## config.mk

```make
export PLATFORM = sky130hd
export DESIGN_NAME = cordic_share_arbiter
export DESIGN_NICKNAME = d
export VERILOG_FILES = /design/src/rtl/cordic_share_arbiter.sv
export SDC_FILE = /design/constraint.sdc
export NUM_CORES = 1
export LEC_CHECK = 0
export CORE_ASPECT_RATIO = 1.4
export CORE_MARGIN = 4
export CORE_UTILIZATION = 36
export CTS_BUF_LIST = sky130_fd_sc_hd__clkbuf_16
export DETAILED_ROUTE_END_ITERATION = 10
export GPL_ROUTABILITY_DRIVEN = 1
export PLACE_DENSITY = 0.76
export SYNTH_ARGS = -nofsm -noshare
export SYNTH_HDL_FRONTEND = slang
export SYNTH_SLANG_ARGS = --single-unit
```

## constraint.sdc

```tcl
create_clock -name clk_i -period 1.6 [get_ports clk_i]
set_input_delay 0.32 -clock clk_i [delete_from_list [all_inputs] [get_ports clk_i]]
set_output_delay 0.32 -clock clk_i [all_outputs]
set_load 0.05 [all_outputs]
```

## src/rtl/cordic_share_arbiter.sv

```systemverilog
// Round-robin arbiter sharing one iterative CORDIC core between two channels.
// Optional WAIT watchdog: define CORDIC_SHARE_ARBITER_TIMEOUT_EN.
module cordic_share_arbiter #(
  parameter int DATA_W         = 10,
  parameter int TIMEOUT_CYCLES = 31,
  parameter int CNT_W          = 5
) (
  input  logic              clk_i,
  input  logic              rstn_i,
  input  logic              ch0_req_valid_i,
  output logic              ch0_req_ready_o,
  input  logic [DATA_W-1:0] ch0_angle_i,
  input  logic [DATA_W-1:0] ch0_amp_i,
  output logic              ch0_rsp_valid_o,
  output logic [DATA_W-1:0] ch0_cos_o,
  output logic [DATA_W-1:0] ch0_sin_o,
  input  logic              ch1_req_valid_i,
  output logic              ch1_req_ready_o,
  input  logic [DATA_W-1:0] ch1_angle_i,
  input  logic [DATA_W-1:0] ch1_amp_i,
  output logic              ch1_rsp_valid_o,
  output logic [DATA_W-1:0] ch1_cos_o,
  output logic [DATA_W-1:0] ch1_sin_o,
  output logic              rsp_err_o,
  output logic              cordic_strb_o,
  output logic [DATA_W-1:0] cordic_X_o,
  output logic [DATA_W-1:0] cordic_Y_o,
  output logic [DATA_W-1:0] cordic_Z_o,
  input  logic              cordic_strb_i,
  input  logic [DATA_W-1:0] cordic_X_i,
  input  logic [DATA_W-1:0] cordic_Y_i,
  output logic              busy_o
);

  typedef enum logic [1:0] {S_IDLE, S_ISSUE, S_WAIT, S_DELIVER} state_t;

  state_t            r_state, w_next;
  logic              r_rr, r_owner;
  logic [DATA_W-1:0] r_x, r_z;
  logic [DATA_W-1:0] r_cos0, r_sin0, r_cos1, r_sin1;
  logic              w_gnt0, w_gnt1, w_hs, w_done, w_tmo;

  if (TIMEOUT_CYCLES >= (1 << CNT_W)) begin : g_bad_cnt_w
    $error("CNT_W too narrow for TIMEOUT_CYCLES");
  end

  // rr_ptr only breaks ties; a lone requester always wins.
  assign w_gnt0 = ch0_req_valid_i & (~ch1_req_valid_i | ~r_rr);
  assign w_gnt1 = ch1_req_valid_i & (~ch0_req_valid_i |  r_rr);
  assign w_hs   = (r_state == S_IDLE) & (w_gnt0 | w_gnt1);
  assign w_done = (r_state == S_WAIT) & cordic_strb_i;

`ifdef CORDIC_SHARE_ARBITER_TIMEOUT_EN
  logic [CNT_W-1:0] r_cnt;
  logic             r_err;

  // A done strobe on the final count still wins over the abort.
  assign w_tmo = (r_state == S_WAIT) & ~cordic_strb_i &
                 (r_cnt == CNT_W'(TIMEOUT_CYCLES - 1));

  always_ff @(posedge clk_i or negedge rstn_i) begin
    if (!rstn_i) begin
      r_cnt <= '0;
      r_err <= 1'b0;
    end else begin
      if (r_state == S_ISSUE)     r_cnt <= '0;
      else if (r_state == S_WAIT) r_cnt <= r_cnt + CNT_W'(1);
      if (w_done)     r_err <= 1'b0;
      else if (w_tmo) r_err <= 1'b1;
    end
  end

  assign rsp_err_o = r_err & (r_state == S_DELIVER);
`else
  assign w_tmo     = 1'b0;
  assign rsp_err_o = 1'b0;
`endif

  always_comb begin
    w_next = r_state;
    unique case (r_state)
      S_IDLE:    if (w_hs) w_next = S_ISSUE;
      S_ISSUE:   w_next = S_WAIT;
      S_WAIT:    if (w_done || w_tmo) w_next = S_DELIVER;
      S_DELIVER: w_next = S_IDLE;
      default:   w_next = S_IDLE;
    endcase
  end

  always_ff @(posedge clk_i or negedge rstn_i) begin
    if (!rstn_i) begin
      r_state <= S_IDLE;
      r_rr    <= 1'b0;
      r_owner <= 1'b0;
      r_x     <= '0;
      r_z     <= '0;
      r_cos0  <= '0;
      r_sin0  <= '0;
      r_cos1  <= '0;
      r_sin1  <= '0;
    end else begin
      r_state <= w_next;
      if (w_hs) begin
        r_owner <= w_gnt1;
        r_x     <= w_gnt1 ? ch1_amp_i   : ch0_amp_i;
        r_z     <= w_gnt1 ? ch1_angle_i : ch0_angle_i;
      end
      if (w_done) begin
        if (r_owner) begin
          r_cos1 <= cordic_X_i;
          r_sin1 <= cordic_Y_i;
        end else begin
          r_cos0 <= cordic_X_i;
          r_sin0 <= cordic_Y_i;
        end
      end
      if (r_state == S_DELIVER) r_rr <= ~r_owner;
    end
  end

  // Readys are gated by reset so nothing is accepted while held in reset.
  assign ch0_req_ready_o = rstn_i & (r_state == S_IDLE) & w_gnt0;
  assign ch1_req_ready_o = rstn_i & (r_state == S_IDLE) & w_gnt1;
  assign ch0_rsp_valid_o = (r_state == S_DELIVER) & ~r_owner;
  assign ch1_rsp_valid_o = (r_state == S_DELIVER) &  r_owner;
  assign ch0_cos_o       = r_cos0;
  assign ch0_sin_o       = r_sin0;
  assign ch1_cos_o       = r_cos1;
  assign ch1_sin_o       = r_sin1;
  assign cordic_strb_o   = (r_state == S_ISSUE);
  assign cordic_X_o      = r_x;
  assign cordic_Y_o      = '0;
  assign cordic_Z_o      = r_z;
  assign busy_o          = (r_state != S_IDLE);

endmodule
```

==> results.md, run 1 <==
- Status: finished with violations
- Violated checks: setup timing
- Synth Cell Area: 2790 um2
- CP Capture Type: output pin
- Critical path origin: r_state[0]$_DFFE_PN0P_
- Clock Tree Root: clkbuf_16
- # rows: 37
- WL/cell: 15.8 um
- Worst-path clk slew: 50 ps
- CP max FO: 5
- Ant diodes: 0
- Type of the worst min-delay path: input port to asynchronous set/reset pin
- Initial antenna violation count: 0
- Rel. slew slack: 61.7%
- Syn Area/Cell: 11.7 um2
- Multi-input gate area: 1150 um2
- Yosys top cell by area: dfrtp_1
- Remaining antenna violation count: 0
- Setup ws final: -57.4 ps
- Fmax: 603 MHz
- Initial core utilization: 37.5%
- Post-synth top area share: 57.3%
- Via count: 2341
- Critical path class: flip-flop to output pin
- CP required: 1280 ps
- Synthesized flop and latch total: 64
- DRC: 0
- Async SR Flop Fraction: 100%
- First-pass GRT wire length: 11600 um
- Critical path arrival: 1340 ps
- RePlAce Congestion: 0.821
- RR Endpoint: ch1_cos_o[7]$_DFFE_PN0P_
- Clock Latency Late Sink: 310 ps
- Area Overhead vs Synth: 67.4%
- Final Cycle Share: 104%
- Final Hold Vio Count: 0
- Share of post-route cells with drive strength above 1: 40.4%
- Pre-antenna DRT Iters: 4
- Final critical-path required period: 1660 ps
- Total chip power: 0.0119 W
- Number of synthesized flops with an enable pin: 0
- Vert. Die Dim: 112 um
- Cell count after synthesis: 239
- Initial DRC Count: 75
- Port Buffer Count: 130
- Top-count cell post-synth: dfrtp_1
- Setup violations, final: 4
- Post-Route Utilization: 62.7%
- Fin nets: 450
- Crit path capture: ch0_req_ready_o
- Fillers: 602
- Reg2Reg Depth: 6
- CTS Buf Count: 9
- Power Dens Cells: 2550 nW/um2
- Top cells by area, synth: dfrtp_1 57%, mux2_2 16%, a31oi_1 4.5%, nand3_1 4.1%, o21ai_0 3.6%
- Worst VDD drop: 0.00137 V
- # hold bufs at CTS: 0
- Max Slew Vio Count: 0
- R2R Setup Slk: 40 ps
- Leak: 2.08 nW
- Cells along the critical path: inv_2, ha_4, nand3_4, a21oi_4, buf_12
- Detail Placement HPWL: 5470 um
- Crit Reg-Reg Startpoint: r_state[0]$_DFFE_PN0P_
- Synth warn: 0
- Synth cell types: 25
- Reg area: 1600 um2
- Slew @ Worst Pin: 574 ps
- Vias in the first global route: 2417
- GRT Total Usage: 16.1%
- Max-Cap Viols: 0
- Htree depth: 3
- Largest net degree at the start of global routing: 47
- Delay-heaviest family, CP: flip-flops
- Post-synthesis sequential area ratio: 57.3%
- WP buf/inv: 2
- Main synth FF type: dfrtp_1
- WL final: 7650 um
- Critical Path Source Type: flip-flop
- Hold WS: 96.6 ps
- Post-synth top cells: 64 x dfrtp_1, 40 x mux2_2, 23 x nand3_1
- I/O pins: 142
- Slowest cell on the critical path: dfrtp_1
- Clk sink count: 64
- Remaining global-route overflow: 0
- Mean number of vias per cell: 4.85
- RSZ-0062 raised after global routing: true
- Layout Skew: 4.51 ps
- DIE AREA: 9250 um2
- Slowest stage delay, CP: 380 ps
- WP depth: 5
- CTS tree: built
- Die width: 82.5 um
- CTS max path bufs: 2
- Core Box Area: 7450 um2
## where the power goes
part           internal [W]  leakage (nW)  total, W  switching [W]
clock network       0.00151         0.167   0.00217       0.000662
registers           0.00245         0.748   0.00293       0.000474
logic               0.00249          1.16   0.00681        0.00432
total               0.00646          2.08    0.0119        0.00545
## routing by layer
metal | global-route usage (%) | vias up | wire length, um
met2 | 29.3 | 93 | 4170
met1 | 17.2 | 1139 | 2770
met4 | 4.43 | 0 | 58
li1 | - | 1105 | -
met5 | 0 | - | 0
met3 | 5.30 | 4 | 645
## cells in the final DEF, fill, tap and decap left out, types with 2 or more instances in the layout
cell type,instances
bufinv_16,3
o21ai_0,20
inv_1,4
inv_2,2
nand3_4,2
buf_12,11
nand3_1,20
clkbuf_16,11
mux2_2,40
nor2_1,22
buf_4,71
dfrtp_1,63
a31oi_1,20
clkdlybuf4s50_1,62
clkinv_2,2
ha_4,2
conb_1,11
## through the flow
stage | area, um2 | setup slack (ps) | std cells | setup TNS, ps
6_report | 4680 | -57.4 | 483 | -123
5_1_grt | 4680 | -109 | 483 | -358
4_1_cts | 4570 | -75.7 | 480 | -184
3_5_place_dp | 4180 | -94.1 | 463 | -1050
3_3_place_gp | 4180 | -81.5 | 463 | -504
2_1_floorplan | 2840 | -144 | 249 | -191
## registers in the layout, summed over array words and instances, names as in the netlist
name	cells
cordic_X_o	10
ch0_cos_o	10
ch1_cos_o	10
r_rr	1
ch1_sin_o	10
r_state	2
r_owner	1
cordic_Z_o	10
ch0_sin_o	10
## cell type report
cell class	instances	area share, %
tap	97	2.60
clock buffer	9	4.82
clock inverter	7	2.38
sequential	64	34.3
inverter	6	0.535
timing repair buffer	148	30.7
multi-input combinational	152	24.6
## how the worst min path moves through the flow
stage          startpoint                        end  slack, ps
3_5_place_dp       rstn_i  cordic_X_o[6]$_DFFE_PN0P_        370
6_report           rstn_i  cordic_X_o[6]$_DFFE_PN0P_        100
4_1_cts            rstn_i  cordic_X_o[6]$_DFFE_PN0P_         50
5_1_grt            rstn_i  cordic_X_o[1]$_DFFE_PN0P_        120
2_1_floorplan      rstn_i   ch0_cos_o[0]$_DFFE_PN0P_         20
3_3_place_gp       rstn_i  cordic_X_o[6]$_DFFE_PN0P_        360
## cells by family (layout without fill, tap and decap cells)
family                   Yosys count  count (layout)  synth area share [%]
AO/OA/AOI/OAI                     45              45                  9.49
adder cells (fa/ha/maj)            4               4                  1.79
buffers and inverters             33             170                  6.27
flip-flops                        64              64                  57.3
multiplexers                      41              41                  16.7
other                              1              11                 0.134
AND/OR/NAND/NOR                   51              51                  8.33
## timing repair
item / 4_1_cts / 5_1_grt
gates cloned: 0 / 2
gates resized for setup: 13 / 9
endpoints found under the setup margin: 5 / 42
pin swaps: 2 / 2
buffers inserted: 2 / 1
No activity file was read; power rests on OpenSTA's default activity.
==> run 2: changes to the inputs <==
--- a/config.mk
+++ b/config.mk
@@ -7,11 +7,12 @@
 export LEC_CHECK = 0
 export CORE_ASPECT_RATIO = 1.4
 export CORE_MARGIN = 4
-export CORE_UTILIZATION = 36
+export CORE_UTILIZATION = 40
 export CTS_BUF_LIST = sky130_fd_sc_hd__clkbuf_16
+export CTS_CLUSTER_SIZE = 12
 export DETAILED_ROUTE_END_ITERATION = 10
 export GPL_ROUTABILITY_DRIVEN = 1
-export PLACE_DENSITY = 0.76
+export PLACE_DENSITY = 0.8
 export SYNTH_ARGS = -nofsm -noshare
 export SYNTH_HDL_FRONTEND = slang
 export SYNTH_SLANG_ARGS = --single-unit
==> constraint.sdc (replaced) <==
create_clock -name clk_i -period 1.8 [get_ports clk_i]
set_input_delay 0.36 -clock clk_i [delete_from_list [all_inputs] [get_ports clk_i]]
set_output_delay 0.36 -clock clk_i [all_outputs]
set_load 0.05 [all_outputs]
==> results.md, run 2 (same netlist as run 1, synthesis figures left out) <==
- Status: completed
- Initial antenna violation count: 0
- M1 wire length: 2700 um
- Area Overhead vs Synth: 60.7%
- Power Dens Cells: 2240 nW/um2
- WL final: 7190 um
- Mean number of vias per cell: 4.95
- Internal power: 0.00531 W
- Critical path class: flip-flop to output pin
- CP max FO: 3
- Max-Cap Viols: 0
- # rows: 35
- DRC: 0
- Vert. Die Dim: 107 um
- RSZ-0062 raised after global routing: true
- CTS max path bufs: 2
- Switching power total: 0.00472 W
- Finished Cell Area: 4490 um2
- Slew @ Worst Pin: 803 ps
- CTS tree: built
- Commonest non-fill, non-tap cells in the layout: 72 x buf_4, 63 x dfrtp_1, 63 x clkdlybuf4s50_1
- Net Sw Frac: 47.1%
- Final Hold Vio Count: 0
- First-pass GRT wire length: 11700 um
- Vias in the first global route: 2423
- Pre-antenna DRT Iters: 5
- Initial core utilization: 41.7%
- Htree depth: 3
- Post-Route Utilization: 67.0%
- Dpl ws: 37.6 ps
- Port Buffer Count: 130
- Largest net degree at the start of global routing: 65
- Leading cell type in the layout, fill and taps excluded: buf_4
- Leak: 2.01 nW
- Critical Path Source Type: flip-flop
- Share of total power in the clock network: 15.9%
- CTS Buf Count: 9
- Seq pwr share: 25.8%
- Remaining global-route overflow: 0
- Setup violations, final: 0
- Top Layer Used: met4
- Rel. slew slack: 46.5%
- Setup ws final: 39.3 ps
- Remaining antenna violation count: 0
- GRT Total Usage: 17.7%
- Die width: 78.6 um
- Routed wl met2: 3680 um
- CP required: 1440 ps
- Met3 wire len: 644 um
- Detail Placement HPWL: 5350 um
- Fin nets: 448
- WL/cell: 15.1 um
- CP Capture Type: output pin
- Initial DRC Count: 58
- Clock Latency Late Sink: 320 ps
- Critical path arrival: 1400 ps
- I/O pins: 142
- Core Box Area: 6700 um2
- Ant diodes: 0
- Fmax: 568 MHz
- RePlAce Congestion: 0.722
- Final Cycle Share: 97.8%
- Max Slew Vio Count: 0
- Instance area at placement: 4150 um2
- DIE AREA: 8400 um2
- Setup TNS: 0 ps
- # hold bufs at CTS: 0
- Clk sink count: 64
- Worst VDD drop: 0.00102 V
- Worst-path clk slew: 50 ps
- Layout Skew: 7.82 ps
- Clock Tree Root: clkbuf_16
- Type of the worst min-delay path: input port to asynchronous set/reset pin
- Combinational Power Share: 58.3%
- Share of post-route cells with drive strength above 1: 37.9%
- Final critical-path required period: 1760 ps
- Via count: 2349
- Hold WS: 295 ps
[run 2: cell count changes in the layout (fill, tap and decap cells not counted), sizes merged]
cell	delta
clkdlybuf4s50	+1
dlygate4sd2	-1
clkbuf	-2
clkinv	+1
bufinv	-2
[run 2: worst paths after layout]
path	end	startpoint	slack, ps	cells past startpoint
worst min-delay path	r_rr$_DFFE_PN0N_	rstn_i	300	2
min in group clk_i	ch0_sin_o[8]$_DFFE_PN0P_	ch0_sin_o[8]$_DFFE_PN0P_	500	1
max in group asynchronous	r_state[0]$_DFFE_PN0P_	rstn_i	950	2
worst min register to register	ch0_sin_o[8]$_DFFE_PN0P_	ch0_sin_o[8]$_DFFE_PN0P_	500	1
worst max register to register	r_state[1]$_DFFE_PN0P_	r_state[0]$_DFFE_PN0P_	190	6
worst max-delay path	ch0_rsp_valid_o	r_state[0]$_DFFE_PN0P_	40	4
[run 2: what timing repair did]
item	in CTS	in global routing
setup buffers	1	3
pin swaps	1	2
endpoints found under the setup margin	2	2
gates resized for setup	5	5
[run 2: critical path, cell delays in order, from the launching register on]
cell and delay (ps):
dfrtp_2 420, buf_4 140, ha_1 210, nor2b_2 170, buf_12 150
[run 2: power groups by stage]
stage          Combinational (W)  Sequential, W  Clock, W
2_1_floorplan            0.00148        0.00495         0
3_3_place_gp             0.00570        0.00258         0
3_5_place_dp             0.00578        0.00261         0
4_1_cts                  0.00584        0.00260   0.00163
5_1_grt                  0.00614        0.00270   0.00171
6_report                 0.00585        0.00259   0.00160
[run 2: area by class of cell]
type / instances / area (um2)
clock buffer: 9 / 225
clock inverter: 6 / 52.6
fill: 533 / 2210
inverter: 6 / 22.5
multi-input combinational: 152 / 1090
sequential: 64 / 1600
tap: 92 / 115
timing repair buffer: 146 / 1380
[run 2: metal layers]
metal / vias up / global-route usage (%)
met3: 15 / 4.87
met1: 1126 / 20.0
met2: 103 / 31.1
met5: - / 0
met4: 0 / 7.38
li1: 1105 / -
[run 2: stage by stage]
stage	std cells	power, W
global placement	456	0.00828
floorplan	249	0.00643
CTS	472	0.0101
finish	475	0.0100
global route	475	0.0105
detailed placement	456	0.00839
